==> src/rtl/ltsm_sb_msg_arbiter_if.sv <==
// Bundle between the TX/RX training sub-FSMs, the SB encoder and the message arbiter.
// Latency: none, wires only.
// Backpressure: the SB encoder stalls the owner through i_SB_Busy. The losing requester keeps its valid high until it is served.
interface ltsm_sb_msg_arbiter_if #(
    parameter int SB_MSG_WIDTH = 4
);
    logic                    i_valid_tx;
    logic [SB_MSG_WIDTH-1:0] i_encoded_SB_msg_tx;
    logic                    i_valid_rx;
    logic [SB_MSG_WIDTH-1:0] i_encoded_SB_msg_rx;
    logic                    i_SB_Busy;
    logic [SB_MSG_WIDTH-1:0] o_encoded_SB_msg;
    logic                    o_msg_valid;
    logic                    o_done_tx;
    logic                    o_done_rx;
    logic                    o_tx_active;
    logic                    o_falling_edge_busy;
    logic                    o_timeout;

    // Requesters and encoder side: drives requests and busy, observes the arbiter.
    modport master (
        output i_valid_tx, i_encoded_SB_msg_tx, i_valid_rx, i_encoded_SB_msg_rx, i_SB_Busy,
        input  o_encoded_SB_msg, o_msg_valid, o_done_tx, o_done_rx, o_tx_active,
               o_falling_edge_busy, o_timeout
    );

    // Arbiter side.
    modport slave (
        input  i_valid_tx, i_encoded_SB_msg_tx, i_valid_rx, i_encoded_SB_msg_rx, i_SB_Busy,
        output o_encoded_SB_msg, o_msg_valid, o_done_tx, o_done_rx, o_tx_active,
               o_falling_edge_busy, o_timeout
    );
endinterface

==> src/rtl/ltsm_sb_msg_arbiter.sv <==
// Shares one sideband transmit path between the TX and RX LTSM sub-FSMs. It uses round-robin on ties.
// Latency: request in cycle N gives o_msg_valid in N+1. A done pulse comes 1 cycle after busy falls.
// Backpressure: the owner is held while i_SB_Busy is high. A grant is abandoned if busy does not rise within TIMEOUT_CYCLES.
module ltsm_sb_msg_arbiter #(
    parameter int SB_MSG_WIDTH   = 4,
    parameter int TIMEOUT_CYCLES = 1023,
    parameter int CNT_WIDTH      = 10
) (
    input  logic                  i_clk,
    input  logic                  i_rst,
    ltsm_sb_msg_arbiter_if.slave  sb_if
);

    typedef enum logic [1:0] {
        ST_IDLE  = 2'd0,
        ST_ISSUE = 2'd1,
        ST_BUSY  = 2'd2,
        ST_DONE  = 2'd3
    } state_t;

    localparam logic OWNER_TX = 1'b0;
    localparam logic OWNER_RX = 1'b1;

    // Counter value seen in the last ISSUE cycle allowed before the grant is dropped.
    localparam logic [CNT_WIDTH-1:0] CNT_LAST = CNT_WIDTH'(TIMEOUT_CYCLES - 1);
    localparam logic [CNT_WIDTH-1:0] CNT_ONE  = CNT_WIDTH'(1);

    state_t                  state;
    logic                    owner;
    logic                    last_owner;
    logic                    busy_q;
    logic [CNT_WIDTH-1:0]    cnt;
    logic [SB_MSG_WIDTH-1:0] msg_q;
    logic                    msg_vld_q;
    logic                    done_tx_q;
    logic                    done_rx_q;
    logic                    tx_active_q;

    logic                    owner_vld;
    logic                    grant_rx;
    logic                    busy_fall;
    logic                    timeout_hit;

    // Owner's request line, and who wins in IDLE.
    // RX wins when it is alone, or when both request and TX was served last.
    always_comb begin
        owner_vld = (owner == OWNER_TX) ? sb_if.i_valid_tx : sb_if.i_valid_rx;
        grant_rx  = sb_if.i_valid_rx & (~sb_if.i_valid_tx | (last_owner == OWNER_TX));
    end

    // Falling edge of encoder busy, and the abandon condition.
    // A busy rise and a withdrawal both outrank the timeout.
    always_comb begin
        busy_fall   = busy_q & ~sb_if.i_SB_Busy;
        timeout_hit = (state == ST_ISSUE) & ~sb_if.i_SB_Busy & owner_vld & (cnt == CNT_LAST);
    end

    // One-cycle delayed copy of busy for the edge detector.
    always_ff @(posedge i_clk) begin
        if (i_rst) begin
            busy_q <= 1'b0;
        end else begin
            busy_q <= sb_if.i_SB_Busy;
        end
    end

    // Grant / issue / busy / done sequencing. Every output is registered with the state.
    always_ff @(posedge i_clk) begin
        if (i_rst) begin
            state       <= ST_IDLE;
            owner       <= OWNER_TX;
            last_owner  <= OWNER_RX;
            cnt         <= '0;
            msg_q       <= '0;
            msg_vld_q   <= 1'b0;
            done_tx_q   <= 1'b0;
            done_rx_q   <= 1'b0;
            tx_active_q <= 1'b0;
        end else begin
            done_tx_q <= 1'b0;
            done_rx_q <= 1'b0;
            case (state)
                ST_IDLE: begin
                    if (sb_if.i_valid_tx | sb_if.i_valid_rx) begin
                        state       <= ST_ISSUE;
                        owner       <= grant_rx ? OWNER_RX : OWNER_TX;
                        msg_q       <= grant_rx ? sb_if.i_encoded_SB_msg_rx
                                                : sb_if.i_encoded_SB_msg_tx;
                        msg_vld_q   <= 1'b1;
                        tx_active_q <= ~grant_rx;
                        cnt         <= '0;
                    end
                end
                ST_ISSUE: begin
                    if (sb_if.i_SB_Busy) begin
                        state <= ST_BUSY;
                        cnt   <= '0;
                    end else if (!owner_vld) begin
                        // Withdrawn before the encoder accepted it: drop quietly.
                        state       <= ST_IDLE;
                        msg_vld_q   <= 1'b0;
                        tx_active_q <= 1'b0;
                        cnt         <= '0;
                    end else if (timeout_hit) begin
                        // The encoder never answered. Let the other side go next.
                        state       <= ST_IDLE;
                        msg_vld_q   <= 1'b0;
                        tx_active_q <= 1'b0;
                        last_owner  <= owner;
                        cnt         <= '0;
                    end else begin
                        cnt <= cnt + CNT_ONE;
                    end
                end
                ST_BUSY: begin
                    if (busy_fall) begin
                        state     <= ST_DONE;
                        msg_vld_q <= 1'b0;
                        done_tx_q <= (owner == OWNER_TX);
                        done_rx_q <= (owner == OWNER_RX);
                    end
                end
                ST_DONE: begin
                    state       <= ST_IDLE;
                    last_owner  <= owner;
                    tx_active_q <= 1'b0;
                end
                default: begin
                    state       <= ST_IDLE;
                    msg_vld_q   <= 1'b0;
                    tx_active_q <= 1'b0;
                    cnt         <= '0;
                end
            endcase
        end
    end

    assign sb_if.o_encoded_SB_msg    = msg_q;
    assign sb_if.o_msg_valid         = msg_vld_q;
    assign sb_if.o_done_tx           = done_tx_q;
    assign sb_if.o_done_rx           = done_rx_q;
    assign sb_if.o_tx_active         = tx_active_q;
    assign sb_if.o_falling_edge_busy = busy_fall;
    assign sb_if.o_timeout           = timeout_hit;

endmodule

==> src/flat_wrapper.sv <==
// flat-port wrapper written by rule: the top's interface ports become plain ports
module ltsm_sb_msg_arbiter_flat 
#(
    parameter int SB_MSG_WIDTH   = 4,
    parameter int TIMEOUT_CYCLES = 1023,
    parameter int CNT_WIDTH      = 10
)
  (i_clk, i_rst, sb_if_i_valid_tx, sb_if_i_encoded_SB_msg_tx, sb_if_i_valid_rx, sb_if_i_encoded_SB_msg_rx, sb_if_i_SB_Busy, sb_if_o_encoded_SB_msg, sb_if_o_msg_valid, sb_if_o_done_tx, sb_if_o_done_rx, sb_if_o_tx_active, sb_if_o_falling_edge_busy, sb_if_o_timeout);
  ltsm_sb_msg_arbiter_if #(.SB_MSG_WIDTH(SB_MSG_WIDTH)) sb_if_i ();
  input  logic i_clk;
  input  logic i_rst;
  input wire logic [$bits(sb_if_i.i_valid_tx)-1:0] sb_if_i_valid_tx;
  input wire logic [$bits(sb_if_i.i_encoded_SB_msg_tx)-1:0] sb_if_i_encoded_SB_msg_tx;
  input wire logic [$bits(sb_if_i.i_valid_rx)-1:0] sb_if_i_valid_rx;
  input wire logic [$bits(sb_if_i.i_encoded_SB_msg_rx)-1:0] sb_if_i_encoded_SB_msg_rx;
  input wire logic [$bits(sb_if_i.i_SB_Busy)-1:0] sb_if_i_SB_Busy;
  output wire logic [$bits(sb_if_i.o_encoded_SB_msg)-1:0] sb_if_o_encoded_SB_msg;
  output wire logic [$bits(sb_if_i.o_msg_valid)-1:0] sb_if_o_msg_valid;
  output wire logic [$bits(sb_if_i.o_done_tx)-1:0] sb_if_o_done_tx;
  output wire logic [$bits(sb_if_i.o_done_rx)-1:0] sb_if_o_done_rx;
  output wire logic [$bits(sb_if_i.o_tx_active)-1:0] sb_if_o_tx_active;
  output wire logic [$bits(sb_if_i.o_falling_edge_busy)-1:0] sb_if_o_falling_edge_busy;
  output wire logic [$bits(sb_if_i.o_timeout)-1:0] sb_if_o_timeout;
  assign sb_if_i.i_valid_tx = sb_if_i_valid_tx;
  assign sb_if_i.i_encoded_SB_msg_tx = sb_if_i_encoded_SB_msg_tx;
  assign sb_if_i.i_valid_rx = sb_if_i_valid_rx;
  assign sb_if_i.i_encoded_SB_msg_rx = sb_if_i_encoded_SB_msg_rx;
  assign sb_if_i.i_SB_Busy = sb_if_i_SB_Busy;
  assign sb_if_o_encoded_SB_msg = sb_if_i.o_encoded_SB_msg;
  assign sb_if_o_msg_valid = sb_if_i.o_msg_valid;
  assign sb_if_o_done_tx = sb_if_i.o_done_tx;
  assign sb_if_o_done_rx = sb_if_i.o_done_rx;
  assign sb_if_o_tx_active = sb_if_i.o_tx_active;
  assign sb_if_o_falling_edge_busy = sb_if_i.o_falling_edge_busy;
  assign sb_if_o_timeout = sb_if_i.o_timeout;
  ltsm_sb_msg_arbiter #(.SB_MSG_WIDTH(SB_MSG_WIDTH), .TIMEOUT_CYCLES(TIMEOUT_CYCLES), .CNT_WIDTH(CNT_WIDTH)) u_core (.i_clk(i_clk), .i_rst(i_rst), .sb_if(sb_if_i));
endmodule
==> config.mk <==
export PLATFORM = sky130hd
export DESIGN_NAME = ltsm_sb_msg_arbiter_flat
export DESIGN_NICKNAME = d
export VERILOG_FILES = /design/src/rtl/ltsm_sb_msg_arbiter_if.sv /design/src/rtl/ltsm_sb_msg_arbiter.sv /design/src/flat_wrapper.sv
export SDC_FILE = /design/constraint.sdc
export NUM_CORES = 1
export LEC_CHECK = 0
export CORE_MARGIN = 2
export CORE_UTILIZATION = 51
export CTS_CLUSTER_SIZE = 28
export DETAILED_ROUTE_END_ITERATION = 7
export MAX_ROUTING_LAYER = met4
export PLACE_DENSITY = 0.78
export SLEW_MARGIN = 25
export SYNTH_ARGS = -nofsm -noshare
export SYNTH_HDL_FRONTEND = slang
export SYNTH_SLANG_ARGS = --single-unit
==> constraint.sdc <==
create_clock -name i_clk -period 2.66 [get_ports i_clk]
set_clock_uncertainty 0.2 [all_clocks]
set_input_delay 0.399 -clock i_clk [delete_from_list [all_inputs] [get_ports i_clk]]
set_output_delay 0.399 -clock i_clk [all_outputs]
set_load 0.02 [all_outputs]
# After elaboration in Yosys (flattened, before gate mapping)
# Cells that the tools add are included.
[word_totals] ff_bits=23 output_inout_bits=10 wordCells=74
[classes] n_addsub=1 eq_ne=11 muxes=26 bitwise=14 n_reduce_logical=12
[op_table] op="$mux 10" n=4
[op_table] op="$pmux 10 s2" n=1
[op_table] op="$mux 1" n=11
[op_table] op="$add 10x1->10 const B" n=1
[op_table] op="$eq 10x10->1 const B" n=1
[op_table] op="$mux 2" n=5
[op_table] op="$pmux 2 s4" n=1
[op_table] op="$reduce_and 4->1" n=2
[op_table] op="$not 1->1" n=7
[op_table] op="$ne 2x2->1 const B" n=3
[op_table] op="$pmux 1 s3" n=2
[op_table] op="$reduce_bool 3->1" n=2
[op_table] op="$and 1x1->1" n=5
[op_table] op="$reduce_and 5->1" n=1
[op_table] op="$eq 2x2->1 const B" n=2
[op_table] op="$mux 4" n=1
[op_table] op="$ne 2x1->1 const B" n=2
[op_table] op="$ne 4x4->1 const B" n=1
[op_table] op="$reduce_and 2->1" n=2
[op_table] op="$reduce_bool 2->1" n=2
[op_table] op="$ne 3x3->1 const B" n=1
[op_table] op="$reduce_and 3->1" n=1
[op_table] op="$reduce_or 3->1" n=1
[op_table] op="$eq 2x1->1 const B" n=1
[op_table] op="3 further kinds" n=4

# Depth between registers and ports, before layout
[depth] depth_word=8 depth_mapped=8 ltp_nobuf=6

# Least setup slack after synthesis
# No wires, ideal clock.
[synth_timing] path_kind="register to output" start="reg with a tool-made name" end="out sb_if_o_timeout" arrival_ns=1.504 required_ns=2.061 path_slack_ns=0.557 stages_incl_launch_ff=5 path_buffers=0 cell_sequence="dfxtp_1 > inv_1 > ha_1 > nand3b_1 > nor4_1"
[synth_rtl] element="end: declaration" line="flat_wrapper.sv:23" text="output wire logic [$bits(sb_if_i.o_timeout)-1:0] sb_if_o_timeout;"

# Final worst setup path
[layout_timing] start="in sb_if_i_valid_rx" end="out sb_if_o_timeout"
[layout_between] elab_chain_cells=3
[layout_rtl] element="start: declaration" line="flat_wrapper.sv:14" text="input wire logic [$bits(sb_if_i.i_valid_rx)-1:0] sb_if_i_valid_rx;"
[layout_rtl] element="$mux 1" line="ltsm_sb_msg_arbiter.sv:47" text="owner_vld = (owner == OWNER_TX) ? sb_if.i_valid_tx : sb_if.i_valid_rx;"
[layout_rtl] element="$and 1x1->1 (2 in a row)" line="ltsm_sb_msg_arbiter.sv:55" text="timeout_hit = (state == ST_ISSUE) & ~sb_if.i_SB_Busy & owner_vld & (cnt == CNT_LAST);"
# Every way passes these cells.

==> results_dict.tcl <==
set metrics [dict create \
    synth_edf_count 0 \
    drtIter0Drc 29 \
    fin_util_pct 69.3 \
    async_reset_ff_share_pct 0 \
    hold_violations 0 \
    rr_startpoint "u_core.state[0]" \
    min_path_cells 2 \
    cp_cell_sequence "clkdlybuf4s50_1, mux2_2, nand3b_1, nor4_1, dlygate4sd2_1" \
    fin_nets 188 \
    path_class "in2out" \
    placed_area_mm2 0.00153 \
    viasPerCell 5.95 \
    gp_congestion 0.909 \
    io_buffers 22 \
    grt_pass1_wl_um 4490 \
    ant_nets 0 \
    clockRootBuffer "clkbuf_4" \
    tightest_slew_ns 0.678 \
    cts.htree.levels 1 \
    postLayoutSetupSlackWorst_ns 0.187 \
    leakage_nw 0.546 \
    crit_arrival_ns 1.87 \
    drc 0 \
    synth_cell_type_count 40 \
    ir_drop_v 0.000316 \
    power_density_mw_per_mm2 513 \
    dr_total_vias 1167 \
    synth_warnings 0 \
    clk_pin_slew_ns 0.13 \
    synth.avg_cell_area_um2 8.92 \
    fmax_ghz 0.404 \
    min_to "u_core.sb_if.o_tx_active" \
    max_stage_delay_ns 0.48 \
    io_pins 23 \
    hold_buffers 0 \
    synth_cells 138 \
    maxCapViolations 0 \
    fin_setup_tns_ns 0 \
    first_global_vias 1049 \
    finalInstanceArea_mm2 0.00156 \
    dr.pass1.iters 4 \
    cp_max_fo 3 \
    drv_slew 0 \
    fillers 202 \
    grt_setup_unrepaired "no" \
    pre_cts_ws_ns -0.0796 \
    synth_commonest_cells "dfxtp_1, nor2_1, inv_1, nor3_1, a211oi_1" \
    end_kind "output port" \
    wirelength_um 2740 \
    cts_buffers 3 \
    antenna_found_initial 0 \
    initial_core_util_pct 54.6 \
    seq_area_frac_synth_pct 37.4 \
    core-area_mm2 0.00225 \
    synth_top_area_share_pct 37.4 \
    die_x_um 53.1 \
    clk_latency_ns 0.32 \
    min-delay-start "u_core.sb_if.o_tx_active" \
    min_period_ns 2.47 \
    grt_usage_pct 22.2 \
    drive_above_1_share_pct 13.7 \
    synth_area_leader_cell "dfxtp_1" \
    hp-class "reg2reg" \
    syn_area_mm2 0.00123 \
    ff2ff_setup_slack_ns 0.42 \
    r2r_end "u_core.cnt[8]" \
    r2r_cells 7 \
    yosysMostFrequentCell "dfxtp_1" \
    routedWlPerCell_um 14.0 \
    critPathSlowestCell "clkdlybuf4s50_1" \
    antenna-diode-count 0 \
    critPathRequiredTime_ns 2.06 \
    cts.path.max_buffers 2 \
    ys_ff_latch 23 \
    synthFlopType "dfxtp_1" \
    netlist_top_cells_area "dfxtp_1, ha_1, mux2i_1" \
    outcome "finished clean" \
    setup_viol 0 \
    overflow 0 \
    dp_hpwl_um 2050 \
    num_rows 17 \
    die_h_um 53.1 \
    cts_tree "done" \
    die-area_mm2 0.00282 \
    area_delta_synth_final_pct 26.9 \
    relSlewSlack_pct 54.6 \
    cts_num_sinks 23 \
    syn_nets 157 \
    period_share_pct 93.0 \
    start_kind "input pin" \
    grt_max_degree 15 \
]
[how the worst max path moves through the flow]
stage	start	slack, ns	to
after floorplan	register	0.56	sb_if_o_timeout
after global placement	sb_if_i_valid_rx	-0.06	sb_if_o_timeout
after detailed placement	sb_if_i_valid_rx	-0.08	sb_if_o_timeout
after CTS	sb_if_i_SB_Busy	0.18	sb_if_o_falling_edge_busy
after global routing	sb_if_i_valid_rx	0.12	sb_if_o_timeout
final	sb_if_i_valid_rx	0.19	sb_if_o_timeout
[cell usage in the layout, fill, tap and decap left out, types with 6 or more instances in the layout]
cell / n
inv_1: 9
a211oi_1: 7
dfxtp_1: 23
nor2_1: 12
xnor2_1: 6
clkdlybuf4s50_1: 21
mux2i_1: 6
buf_4: 10
ha_1: 6
nor3_1: 9
[kinds of logic after synthesis]
logic type / count (synthesis) / synth area share (%)
flops: 23 / 37.4
mux: 8 / 6.71
buf+inv: 15 / 4.98
compound gates: 25 / 15.7
xor+xnor: 6 / 4.27
fa+ha+maj: 6 / 6.10
simple gates: 55 / 24.9
[sequential cells by signal, summed over array words and instances, names as in the netlist, named ones only]
register / flops
u_core.sb_if.o_msg_valid: 1
u_core.cnt: 10
u_core.sb_if.o_tx_active: 1
u_core.last_owner: 1
u_core.busy_q: 1
u_core.owner: 1
u_core.state: 1
u_core.sb_if.o_done_rx: 1
u_core.sb_if.o_encoded_SB_msg: 4
u_core.sb_if.o_done_tx: 1
[where the power goes]
part / internal (W) / switching [W] / leakage [nW]
Clock: 0.0000575 / 0.000112 / 0.0139
Sequential: 0.000370 / 0.0000182 / 0.188
Combinational: 0.000118 / 0.000126 / 0.344
[what timing repair did]
action	CTS	global route
buffers inserted	0	0
gates resized for setup	1	0
endpoints found under the setup margin	1	0
[layer usage]
metal	global-route usage [%]	wire, µm
met3	2.82	148
met4	8.55	42
met1	27.2	1230
met5	-	0
met2	37.3	1320
[critical path: cells and delay by family]
kind,cells,cell delay (ns)
muxes,1,0.18
buffers and inverters,2,0.85
and+or+nand+nor,2,0.44
[stage by stage]
| step | cells | hold WS (ns) | power (W) |
|---|---|---|---|
| 3_5_place_dp | 192 | 0.275 | 0.000637 |
| 6_report | 196 | 0.292 | 0.000801 |
| 4_1_cts | 196 | 0.293 | 0.000802 |
| 5_1_grt | 196 | 0.314 | 0.000841 |
| 2_1_floorplan | 138 | 0.269 | 0.000538 |
| 3_3_place_gp | 192 | 0.268 | 0.000631 |
[cell type report]
cell class	instances	area [µm²]	area share (%)
Multi-Input combinational cell	100	709	45.4
Sequential cell	23	460	29.5
Timing Repair Buffer	32	294	18.8
Tap cell	28	35.0	2.24
Inverter	9	33.8	2.16
Clock buffer	3	22.5	1.44
Clock inverter	1	7.51	0.480
Power figures use the tool's default switching activity.
